[src/rtl/ram_rom_mem_pkg.sv]
// ram_rom_pkg: shared types and constants for the ram_rom_mem block.
//   state_e  : controller state (INIT reload sequence, RUN serving requests)
//   rom_init : preload value for a word address in the read-only region.
//              Returns 32 bits; the caller truncates to its data width.
package ram_rom_pkg;

  typedef enum logic {INIT, RUN} state_e;

  function automatic logic [31:0] rom_init(input logic [31:0] addr);
    case (addr)
      32'd0:   return 32'h4;
      32'd1:   return 32'hC;
      32'd2:   return 32'h6;
      32'd3:   return 32'h7;
      default: return addr;
    endcase
  endfunction

endpackage

[src/rtl/ram_rom_mem_if.sv]
// ram_rom_mem_if: request/response bus of the ram_rom_mem block.
//   req_valid/req_ready : request handshake, accepted when both are high
//   req_we/addr/wdata   : write flag, word address, write data
//   rsp_valid           : one-cycle pulse, one per accepted request, in order
//   rsp_rdata/rsp_err   : read data (0 for writes), write-to-ROM flag
// Modports: master drives requests, slave (the memory) drives responses.
interface ram_rom_mem_if #(
  parameter int DATA_W = 4,
  parameter int ADDR_W = 3
);
  logic              req_valid;
  logic              req_ready;
  logic              req_we;
  logic [ADDR_W-1:0] req_addr;
  logic [DATA_W-1:0] req_wdata;
  logic              rsp_valid;
  logic [DATA_W-1:0] rsp_rdata;
  logic              rsp_err;

  modport master (
    output req_valid, req_we, req_addr, req_wdata,
    input  req_ready, rsp_valid, rsp_rdata, rsp_err
  );

  modport slave (
    input  req_valid, req_we, req_addr, req_wdata,
    output req_ready, rsp_valid, rsp_rdata, rsp_err
  );
endinterface

[src/rtl/ram_rom_mem_array.sv]
// ram_rom_array: DEPTH x DATA_W storage, DEPTH = 2**ADDR_W.
//   clk           : clock
//   we/waddr/wdata: synchronous write port
//   re/raddr      : synchronous read port, data lands in rdata after the edge
//   rdata         : registered read data (held when re is low)
// Storage and the read register carry no reset; the controller reloads
// the contents after every reset.
module ram_rom_array #(
  parameter int DATA_W = 4,
  parameter int ADDR_W = 3
) (
  input  logic              clk,
  input  logic              we,
  input  logic [ADDR_W-1:0] waddr,
  input  logic [DATA_W-1:0] wdata,
  input  logic              re,
  input  logic [ADDR_W-1:0] raddr,
  output logic [DATA_W-1:0] rdata
);
  logic [DATA_W-1:0] mem_q [0:(1<<ADDR_W)-1];
  logic [DATA_W-1:0] rdata_q;

  always_ff @(posedge clk) begin
    if (we) mem_q[waddr] <= wdata;
    if (re) rdata_q <= mem_q[raddr];
  end

  assign rdata = rdata_q;
endmodule

[src/rtl/ram_rom_mem.sv]
// ram_rom_mem: single-port synchronous memory. Words [0, ROM_DEPTH-1] are
// read-only and preloaded with constants, the rest is writable RAM.
// After reset an INIT sequence writes one word per cycle for DEPTH cycles
// (ROM constants, RAM zeroed) before requests are accepted.
//   clk     : clock, all logic on posedge
//   rst_n   : synchronous active-low reset, restarts INIT
//   clr_req : restart INIT from RUN (only with RAMROM_CLEAR_EN defined)
//   busy    : INIT sequence running
//   bus     : request/response interface (slave side)
// Optional feature macro: RAMROM_CLEAR_EN (adds clr_req).
module ram_rom_mem
  import ram_rom_pkg::*;
#(
  parameter int DATA_W    = 4,
  parameter int ADDR_W    = 3,
  parameter int ROM_DEPTH = 4
) (
  input  logic clk,
  input  logic rst_n,
`ifdef RAMROM_CLEAR_EN
  input  logic clr_req,
`endif
  output logic busy,
  ram_rom_mem_if.slave bus
);
  localparam logic [ADDR_W:0]   ROM_LIM = (ADDR_W+1)'(ROM_DEPTH);
  localparam logic [ADDR_W-1:0] LAST    = {ADDR_W{1'b1}};

  state_e            state_q, state_d;
  logic [ADDR_W-1:0] init_ptr_q, init_ptr_d;
  logic              rsp_valid_q, rsp_valid_d;
  logic              rsp_err_q, rsp_err_d;
  logic              rsp_wr_q, rsp_wr_d;

  logic              accept;
  logic              clr_go;
  logic              arr_we, arr_re;
  logic [ADDR_W-1:0] arr_waddr;
  logic [DATA_W-1:0] arr_wdata, arr_rdata;

  function automatic logic is_rom(input logic [ADDR_W-1:0] a);
    return {1'b0, a} < ROM_LIM;
  endfunction

`ifdef RAMROM_CLEAR_EN
  assign clr_go = clr_req;
`else
  assign clr_go = 1'b0;
`endif

  assign bus.req_ready = (state_q == RUN);
  assign busy          = (state_q == INIT);
  assign accept        = bus.req_valid & bus.req_ready;

  always_comb begin
    state_d    = state_q;
    init_ptr_d = init_ptr_q;
    arr_we     = 1'b0;
    arr_re     = 1'b0;
    arr_waddr  = bus.req_addr;
    arr_wdata  = bus.req_wdata;
    case (state_q)
      INIT: begin
        arr_we     = 1'b1;
        arr_waddr  = init_ptr_q;
        arr_wdata  = is_rom(init_ptr_q) ? DATA_W'(rom_init(32'(init_ptr_q))) : '0;
        init_ptr_d = init_ptr_q + 1'b1;
        if (init_ptr_q == LAST) begin
          state_d    = RUN;
          init_ptr_d = '0;
        end
      end
      default: begin
        if (accept) begin
          // ROM-region writes are answered with an error and never reach storage
          arr_we = bus.req_we & ~is_rom(bus.req_addr);
          arr_re = ~bus.req_we;
        end
        // A request accepted alongside a clear is still answered next cycle
        if (clr_go) begin
          state_d    = INIT;
          init_ptr_d = '0;
        end
      end
    endcase
    rsp_valid_d = accept;
    rsp_wr_d    = accept & bus.req_we;
    rsp_err_d   = accept & bus.req_we & is_rom(bus.req_addr);
  end

  always_ff @(posedge clk) begin
    if (!rst_n) begin
      state_q     <= INIT;
      init_ptr_q  <= '0;
      rsp_valid_q <= 1'b0;
      rsp_err_q   <= 1'b0;
      rsp_wr_q    <= 1'b0;
    end else begin
      state_q     <= state_d;
      init_ptr_q  <= init_ptr_d;
      rsp_valid_q <= rsp_valid_d;
      rsp_err_q   <= rsp_err_d;
      rsp_wr_q    <= rsp_wr_d;
    end
  end

  ram_rom_array #(.DATA_W(DATA_W), .ADDR_W(ADDR_W)) u_array (
    .clk   (clk),
    .we    (arr_we),
    .waddr (arr_waddr),
    .wdata (arr_wdata),
    .re    (arr_re),
    .raddr (bus.req_addr),
    .rdata (arr_rdata)
  );

  // Read data register is not reset, so gate it to zero outside read responses
  assign bus.rsp_valid = rsp_valid_q;
  assign bus.rsp_err   = rsp_err_q;
  assign bus.rsp_rdata = (rsp_valid_q & ~rsp_wr_q) ? arr_rdata : '0;
endmodule

[src/flat_wrapper.sv]
// flat-port wrapper written by rule: the top's interface ports become plain ports
module ram_rom_mem_flat import ram_rom_pkg::*;
#(
  parameter int DATA_W    = 4,
  parameter int ADDR_W    = 3,
  parameter int ROM_DEPTH = 4
)
  (clk, rst_n, busy, bus_req_valid, bus_req_we, bus_req_addr, bus_req_wdata, bus_req_ready, bus_rsp_valid, bus_rsp_rdata, bus_rsp_err);
  ram_rom_mem_if #(.DATA_W(DATA_W), .ADDR_W(ADDR_W)) bus_i ();
  input  logic clk;
  input  logic rst_n;
  output logic busy;
  input wire logic [$bits(bus_i.req_valid)-1:0] bus_req_valid;
  input wire logic [$bits(bus_i.req_we)-1:0] bus_req_we;
  input wire logic [$bits(bus_i.req_addr)-1:0] bus_req_addr;
  input wire logic [$bits(bus_i.req_wdata)-1:0] bus_req_wdata;
  output wire logic [$bits(bus_i.req_ready)-1:0] bus_req_ready;
  output wire logic [$bits(bus_i.rsp_valid)-1:0] bus_rsp_valid;
  output wire logic [$bits(bus_i.rsp_rdata)-1:0] bus_rsp_rdata;
  output wire logic [$bits(bus_i.rsp_err)-1:0] bus_rsp_err;
  assign bus_i.req_valid = bus_req_valid;
  assign bus_i.req_we = bus_req_we;
  assign bus_i.req_addr = bus_req_addr;
  assign bus_i.req_wdata = bus_req_wdata;
  assign bus_req_ready = bus_i.req_ready;
  assign bus_rsp_valid = bus_i.rsp_valid;
  assign bus_rsp_rdata = bus_i.rsp_rdata;
  assign bus_rsp_err = bus_i.rsp_err;
  ram_rom_mem #(.DATA_W(DATA_W), .ADDR_W(ADDR_W), .ROM_DEPTH(ROM_DEPTH)) u_core (.clk(clk), .rst_n(rst_n), .busy(busy), .bus(bus_i));
endmodule
[config.mk]
export PLATFORM = sky130hd
export DESIGN_NAME = ram_rom_mem_flat
export DESIGN_NICKNAME = d
export VERILOG_FILES = /design/src/rtl/ram_rom_mem_pkg.sv /design/src/rtl/ram_rom_mem_if.sv /design/src/rtl/ram_rom_mem_array.sv /design/src/rtl/ram_rom_mem.sv /design/src/flat_wrapper.sv
export SDC_FILE = /design/constraint.sdc
export NUM_CORES = 1
export LEC_CHECK = 0
export ABC_AREA = 1
export CAP_MARGIN = 20
export CORE_MARGIN = 3
export CORE_UTILIZATION = 56
export DETAILED_ROUTE_END_ITERATION = 8
export PLACE_DENSITY = 0.79
export SYNTH_ARGS = -nofsm -noshare
export SYNTH_HDL_FRONTEND = slang
export SYNTH_SLANG_ARGS = --single-unit
[constraint.sdc]
create_clock -name clk -period 1.95 [get_ports clk]
set_input_delay 0.195 -clock clk [delete_from_list [all_inputs] [get_ports clk]]
set_output_delay 0.195 -clock clk [all_outputs]
set_load 0.1 [all_outputs]
==> summary.txt <==
Critical path
  • R2R depth: 6
  • CP max FO: 8
  • Setup crit end kind: flip-flop
  • FF-to-FF End: u_core.u_array.mem_q[3][2]
  • Critical path required time: 2000 ps
  • Register-to-register setup slack: 230 ps
  • RR Startpoint: u_core.init_ptr_q[1]
  • Crit start category: flip-flop
  • Worst Path Arrival: 1770 ps
  • Worst Path Class, Setup: reg -> reg

Final layout
  • Synth-to-Final Area Change: 17.5%
  • Final net count: 237
  • Layout cell share with drive strength beyond 1: 0.127
  • Fin util: 0.713
  • Fill cells: 260
  • # diodes: 0
  • Final instance area: between 0.002 and 0.0025 mm^2

Clock network
  • H-tree Lvls: 2
  • Clock tree buffer depth: 2
  • # resized after CTS: 0
  • Clock slew seen by the registers of the worst setup and hold paths: 120 ps
  • CTS Buf Count: 5
  • TritonCTS clock tree: built
  • Root Buffer: clkbuf_4
  • Post-CTS Setup Repair Bufs: 0
  • Clock Latency Late Sink: around 350 ps
  • CTS Hold Bufs: 0
  • CTS Sinks: 43

STA
  • Fin. Hold Viols: 0
  • Part of the cycle the worst path needs: 0.883
  • Final setup vio count: 0
  • RSZ-0062 raised after global routing: false
  • Skew final: 9.50 ps
  • Slew Limit Fails: 0
  • Fmax: around 580 MHz
  • Setup TNS: 0 ps
  • Relative slew slack: 0.756
  • Worst slew pin tran: about 360 ps
  • Tmin final: approximately 1700 ps

Synth
  • Synth top area cells: edfxtp_1 (56%), nor2_1 (9.5%), nand2_1 (7.4%)
  • Mapped Cells: 196
  • Ys async rst share: 0
  • Syn nets: roughly 210
  • Most numerous cell in the Yosys netlist: nor2_1
  • Post-synth top area share: 0.561
  • Sequential fraction of the synthesis area: 0.634
  • Number of synthesized flops with an enable pin: 36
  • Mapped cell area: a little under 0.002 mm^2
  • Yosys warning count: 0
  • Main synth FF type: edfxtp_1
  • Syn_area_per_cell: 9.83 um^2
  • Commonest cells in the netlist: nor2_1 (49), nand2_1 (38), edfxtp_1 (36), o21ai_0 (18), inv_1 (16)
  • Area leader, netlist: edfxtp_1
  • Seq cells post-synth: 43
  • Synth cell types: 18

Die
  • # IOs: 19
  • Die Y: roughly 65 um
  • Starting Density: 0.606
  • Die Area: 0.00418 mm^2
  • Core Region: 0.00318 mm^2
  • Die X: 64.7 um
  • Rows: 20

Min path
  • HP Start: bus_req_valid
  • WHS Endpoint: u_core.bus.rsp_valid
  • Hold-critical path depth: 3
  • Min-delay worst type: in -> reg

Power and ir drop
  • Power density over the cells: between 800 and 900 mW/mm^2
  • NetSw: between 400 and 500 uW
  • Lkg Pwr: 0.901 nW
  • Comb pwr share: 0.157
  • Max VDD drop: around 0.49 mV
  • Sequential share of power: 0.622
  • Internal: 1.34 mW
  • Switching part of the total power: 0.269
  • Clock group share of total power: 0.221

Outcome
  • Run status: complete, no violations

Routing
  • Routed WL per cell: roughly 14 um
  • Vias: 1381
  • Routed WL: roughly 3700 um
  • Routed met1 length: 1540 um
  • Wire length on met2: 1840 um
  • Top Layer Used: met4
  • Vias per cell: 5.21
  • Drt pass-1 iters: 4
  • DRC Markers: 0
  • DR WL met3: 235 um
  • DRT iter0 DRCs: 54
  • ANT nets after route: 0

Run
  • Max cap viols: 0

GRT
  • Pin count of the biggest net entering global routing: 18
  • Grt ovf: 0
  • Global-route wire length before repair: 6360 um
  • Initial antenna violation count: 0
  • Gr usage total: 0.202
  • Vias in the first global route: 1399

Placed design
  • IO Port Bufs: 18
  • Routability Congestion: roughly 0.80
  • Placed Instance Area: roughly 0.0022 mm^2
  • Post-detail-place hpwl: 2740 um
## cell families after synthesis
group	count (synthesis)	share of synthesized area
AOI/OAI and AO/OA	31	0.0831
adders and majority gates	6	0.0390
buffers and inverters	23	0.0584
DFF	43	0.634
and+or+nand+nor	93	0.186
## sequential cells by signal, summed over array words and instances, names as in the netlist
name	cells
u_core.init_ptr_q	3
u_core.bus.rsp_valid	1
u_core.u_array.mem_q	32
u_core.bus.rsp_err	1
u_core.rsp_wr_q	1
u_core.bus.req_ready	1
u_core.u_array.rdata	4
## power groups by stage
stage               clock network [mW]  logic [mW]  registers, mW
finish                           0.403       0.287           1.14
global route                     0.444       0.332           1.14
CTS                              0.406       0.287           1.14
detailed placement                   0       0.285           1.16
global placement                     0       0.277           1.15
floorplan                            0       0.183           1.15
## worst max path at each step
stage / start / endpoint / cells after the start
floorplan: u_core.bus.req_ready / u_core.init_ptr_q[2] / 4
global placement: bus_req_addr[1] / u_core.u_array.mem_q[2][1] / 7
detailed placement: bus_req_addr[1] / u_core.u_array.mem_q[2][0] / 7
CTS: u_core.init_ptr_q[1] / u_core.u_array.mem_q[0][0] / 7
global route: u_core.init_ptr_q[1] / u_core.u_array.mem_q[0][2] / 6
finish: u_core.init_ptr_q[1] / u_core.u_array.mem_q[3][2] / 6
## routing by layer
layer | global-route usage | up-vias
li1 | - | 696
met1 | 0.243 | 631
met2 | 0.345 | 47
met3 | 0.0537 | 7
met4 | 0.0765 | 0
met5 | 0 | -
## through the flow
stage,hold WS [ps],setup slack (ps),power [mW],instances
finish,423,229,1.83,265
global route,444,43.3,1.92,265
CTS,416,140,1.83,265
detailed placement,565,137,1.44,257
global placement,540,152,1.43,257
floorplan,274,152,1.33,196
## layout by cell type (no fill, tap or decap), types with 6 or more instances in the layout
cell type | synthesis | layout
a21oi_1 | 8 | 8
buf_4 | 2 | 8
clkdlybuf4s50_1 | 0 | 10
edfxtp_1 | 36 | 36
ha_1 | 6 | 6
inv_1 | 16 | 16
nand2_1 | 38 | 37
nor2_1 | 49 | 45
o21ai_0 | 18 | 18
## area by class of cell
type	count	area [um^2]	area share
Tap cell	44	55.1	0.0243
Sequential cell	43	1220	0.540
Clock inverter	3	15.0	0.00663
Multi-Input combinational cell	130	626	0.276
Clock buffer	5	37.5	0.0166
Inverter	18	67.6	0.0298
Timing Repair Buffer	22	240	0.106
## worst max-delay path, cell delays in order (launching register included)
cell and delay, ps:
dfxtp_1 440, inv_1 110, ha_1 210, o21ai_0 290, nand2_1 130, nand2_1 70, nand2_1 180
(Power assumes the default switching activity.)
==> variant 1 (same flow settings) <==
`ADDR_W` is set to 3 in 4 places; all go to 2.
--- a/src/rtl/ram_rom_mem_if.sv
+++ b/src/rtl/ram_rom_mem_if.sv
@@ -8,3 +8,3 @@
   parameter int DATA_W = 4,
-  parameter int ADDR_W = 3
+  parameter int ADDR_W = 2
 );
--- a/src/rtl/ram_rom_mem_array.sv
+++ b/src/rtl/ram_rom_mem_array.sv
@@ -9,3 +9,3 @@
   parameter int DATA_W = 4,
-  parameter int ADDR_W = 3
+  parameter int ADDR_W = 2
 ) (
--- a/src/rtl/ram_rom_mem.sv
+++ b/src/rtl/ram_rom_mem.sv
@@ -14,3 +14,3 @@
   parameter int DATA_W    = 4,
-  parameter int ADDR_W    = 3,
+  parameter int ADDR_W    = 2,
   parameter int ROM_DEPTH = 4
--- a/src/flat_wrapper.sv
+++ b/src/flat_wrapper.sv
@@ -4,3 +4,3 @@
   parameter int DATA_W    = 4,
-  parameter int ADDR_W    = 3,
+  parameter int ADDR_W    = 2,
   parameter int ROM_DEPTH = 4
Ports: changed (resized bus_req_addr); port bits go from 19 to 18. No check against the original RTL was run, so the function may have changed too.
==> variant 1 against the unedited design <==
- utilization rose by 5.5 points
- synthesized cell count is 41% lower
- via count down 46%
- power decreased by 29%
- design area decreased by 40%
- clock power shrank 48%
- die area decreased by 40%
- sequential cell count fell by 18
- setup slack better by 270 ps
- clock skew decreased by 8.3 ps
- area after synthesis is 44% lower
- routed wire length is 51% lower
- final cell count fell by 40%
==> variant 1: results (changes against the unedited design) <==
outcome complete, no violations; Post-synth EDFFs 20 (-44%); Max-slew headroom 63.1% (-13 points); number of I/O port buffers 17 (-1); largest net degree at the start of global routing 15 (-3); CTS clk-pin slew, worst paths 120 ps (about the same); CP top delay family simple AND/OR/NAND/NOR gates; invs w/o clock 27 (+9); Largest register FFs 16 (-50%); Final Max Slew Viols 0 (unchanged); nets 148 (-38%); GPL Wtd Cong 0.883 (+9.7%); fraction of area in registers 51.4% (-2.7 points); fin util 76.8% (+5.5 points); DP HPWL 1520 um (-45%); slowest stage delay, CP 340 ps (-100 ps); seq pwr 0.766 mW (-33%); CLK BUF 3 (-2); Clock H-tree levels 1 (-1); Setup WS pre-CTS 522 ps (+386 ps); LEAKAGE 0.620 nW (-31%); most frequent cells after synthesis 31 x nand2_1, 25 x inv_1, 20 x edfxtp_1; number of non-clock buffers 17 (-23%); M2 GR Usage 30.2% (-4.3 points); Hold Crit Start rst_n; DRT Wirelength 1810 um (-51%); Synth cell types 13 (-5); met1 layer usage reported by global route 19.4% (-4.9 points); register area share after synthesis 64.6% (+1.2 points); vias in the first global route 760 (-46%); initial DRC count 12 (-78%); Net Sw Power 0.411 mW (-16%); Rows 15 (-25%); CP Data Arrival Time 1250 ps (-520 ps); GRT Total Usage 17.0% (-3.1 points); global-route track usage on met3 3.93% (-1.4 points); part of the power in combinational logic 24.9% (+9.2 points); clk sinks 25 (-42%); multi-input logic area 305 sq um (-51%); Signal buf overhead 14.6% (+4.0 points); layout cells sized above 1 16.3% (+3.6 points); drt pass-1 iters 3 (-1); crit path max fanout 4 (-4); dpl cell area 0.00134 sq mm (-39%); CP Launch Point u_core.bus.rsp_err; first-pass GRT wire length 3160 um (-50%); Vias/cell 4.63 (-11%); skew final 1.21 ps (-8.29 ps)
variant 1: path summary, 6_finish.rpt:
path | end | slack, ps | cells after the start
worst max register to register | u_core.u_array.mem_q[0][2] | 720 | 1
worst max-delay path | bus_rsp_rdata[2] | 500 | 4
worst min register to register | u_core.bus.rsp_valid | 580 | 2
worst min-delay path | u_core.init_ptr_q[1] | 480 | 3
variant 1: routing by layer:
metal | routed length (um) | vias up
li1 | - | 395
met1 | 788 | 320
met2 | 914 | 19
met3 | 67 | 6
met4 | 40 | 0
met5 | 0 | -
variant 1: logic make-up (layout without fill, tap and decap cells):
kind of cell | Yosys count | in the layout | synth area share [%]
simple gates | 60 | 60 | 23.1
flops | 25 | 25 | 64.6
buf+inv | 28 | 48 | 10.0
fa+ha+maj | 2 | 2 | 2.31
variant 1: metrics by stage:
stage / total power, mW / cells
after global routing: 1.38 / 160
after detailed placement: 1.11 / 156
after floorplan: 1.00 / 115
after global placement: 1.10 / 156
final: 1.30 / 160
after CTS: 1.31 / 160
==> variant 2 (same settings) <==
Without the edit above. Reset style: asynchronous (`rst_n`), changed in one clocked block. Comments in the files are not updated.
--- a/src/rtl/ram_rom_mem.sv
+++ b/src/rtl/ram_rom_mem.sv
@@ -90,3 +90,3 @@
 
-  always_ff @(posedge clk) begin
+  always_ff @(posedge clk or negedge rst_n) begin
     if (!rst_n) begin
Formal check against the unedited RTL: differs if rst_n is asserted again (counterexample within 10 cycles, from zero or initial values and one cycle with rst_n low); with rst_n held inactive, the same outputs for 10 cycles.
==> variant 2 against the unedited design <==
- design area rose by 5.4%
- sequential cell count stayed put
- routed wire length increased by 5.6%
- power down 5.3%
- combinational power decreased by 31%
- area after synthesis increased by 3.7%
- setup slack got worse by 85 ps
- hold slack got worse by 330 ps
- critical path type unchanged
- critical endpoint unchanged
- highest routed layer unchanged
==> variant 2: results (changes against the unedited design) <==
outcome complete, no violations; initial antenna violation count 0 (unchanged); maximum buffer depth of the clock tree 2 (unchanged); Vias/cell 5.32 (+2.1%); DP HPWL 2880 um (+5.0%); most flop-heavy register u_core.u_array.mem_q; dominant cells by area after synthesis edfxtp_1 54%, dfrtp_1 8.8%, nor2_1 7.5%, nand2_1 7.0%, ha_1 3.8%; yosys warns 0 (unchanged); R2R setup slack 140 ps (-80 ps); Synth cell types 25 (+7); layout cells sized above 1 20.7% (+8.1 points); antenna cells 0 (unchanged); nets 234 (-1.3%); drt pass-1 iters 4 (unchanged); vias in the first global route 1413 (+1.0%); largest net degree at the start of global routing 18 (unchanged); setup bufs post-CTS 0 (unchanged); CTS clk-pin slew, worst paths 120 ps (about the same); GPL Wtd Cong 0.819 (+1.7%); ys flop type edfxtp_1; initial DRC count 82 (+52%); LEAKAGE 0.972 nW (+7.9%); ys async rst share 16.3% (+16 points); Net Count, Synth 208 (-2.3%); DRT Wirelength 3880 um (+5.6%); Clock H-tree levels 2 (unchanged); Root Driver clkbuf_4; dpl cell area 0.00231 sq mm (+4.6%); register area share after synthesis 62.9% (-0.51 points); skew final 12.9 ps (+3.37 ps); first-pass GRT wire length 6370 um (+0.11%); class of the worst hold path primary input to asynchronous set/reset pin; Worst IR Drop VDD 418 uV (-15%); Post-synth EDFFs 36 (unchanged); Clk Latency, worst-skew pair 350 ps (about the same); Largest register FFs 32 (unchanged); GRT Total Usage 20.4% (+0.24 points); CP Data Arrival Time 1830 ps (+60 ps); crit path max fanout 8 (unchanged); TritonCTS Buffers 5 (unchanged); Max-slew headroom 74.9% (-0.75 points); number of I/O port buffers 18 (unchanged); Final Max Slew Viols 0 (unchanged); fill count 234 (-10%); most frequent cells after synthesis 40 x nor2_1, 37 x nand2_1, 36 x edfxtp_1
variant 2: area by class of cell:
| class | instances | area, sq um | area share (%) |
|---|---|---|---|
| inverters | 20 | 75.1 | 3.14 |
| multi-input cells | 123 | 653 | 27.4 |
| clock buffers | 6 | 41.3 | 1.73 |
| flip-flops and latches | 43 | 1260 | 52.9 |
| clock inverters | 1 | 30.0 | 1.26 |
| well taps | 46 | 57.6 | 2.41 |
| repair buffers | 24 | 268 | 11.2 |
variant 2: per-layer routing:
metal	wire, um	GRT usage (%)	up-vias
li1	-	-	685
met1	1650	24.2	672
met2	1970	34.9	31
met3	167	5.13	11
met4	82	8.81	0
met5	0	0	-
variant 2: cell families (layout without fill, tap and decap cells):
group | after synthesis | in the layout | synth area share [%]
buffers and inverters | 25 | 51 | 6.07
adder cells (fa/ha/maj) | 6 | 6 | 3.76
AO/OA/AOI/OAI | 26 | 26 | 8.27
flip-flops | 43 | 43 | 62.9
AND/OR/NAND/NOR | 91 | 91 | 19.0
variant 2: critical path, stage by stage (launching register included):
cell and delay (ps):
dfrtp_1 500, inv_1 160, ha_1 230, o21ai_1 220, nand2_1 110, nand2_1 70
nand2_1 200
variant 2: what timing repair did:
item,CTS,global route
setup endpoints to repair,0,16
hold endpoints to repair,0,0
resized for setup,0,2
variant 2: worst paths after layout:
path / from / end / cells past startpoint
setup / recovery: u_core.init_ptr_q[1] / u_core.u_array.mem_q[3][2] / 6
hold / removal: rst_n / u_core.rsp_wr_q / 1
setup reg to reg: u_core.init_ptr_q[1] / u_core.u_array.mem_q[3][2] / 6
hold reg to reg: u_core.u_array.mem_q[3][3] / u_core.u_array.rdata[3] / 4
max in group asynchronous: rst_n / u_core.bus.req_ready / 1
min in group clk: bus_req_valid / u_core.bus.rsp_valid / 3
variant 2: report_power, final:
| group | total [mW] | switching [mW] | internal [mW] |
|---|---|---|---|
| clock network | 0.522 | 0.257 | 0.264 |
| registers | 1.01 | 0.00248 | 1.01 |
| logic | 0.199 | 0.130 | 0.0684 |
| total | 1.73 | 0.390 | 1.34 |
variant 2: stage by stage:
stage	worst slack [ps]	util [%]	hold slack, ps	instances
2_1_floorplan	18.8	-	-101	191
3_3_place_gp	192	68.2	467	256
3_5_place_dp	140	68.2	474	256
4_1_cts	146	70.3	81.0	263
5_1_grt	24.5	70.4	92.6	263
6_report	144	70.4	88.8	263
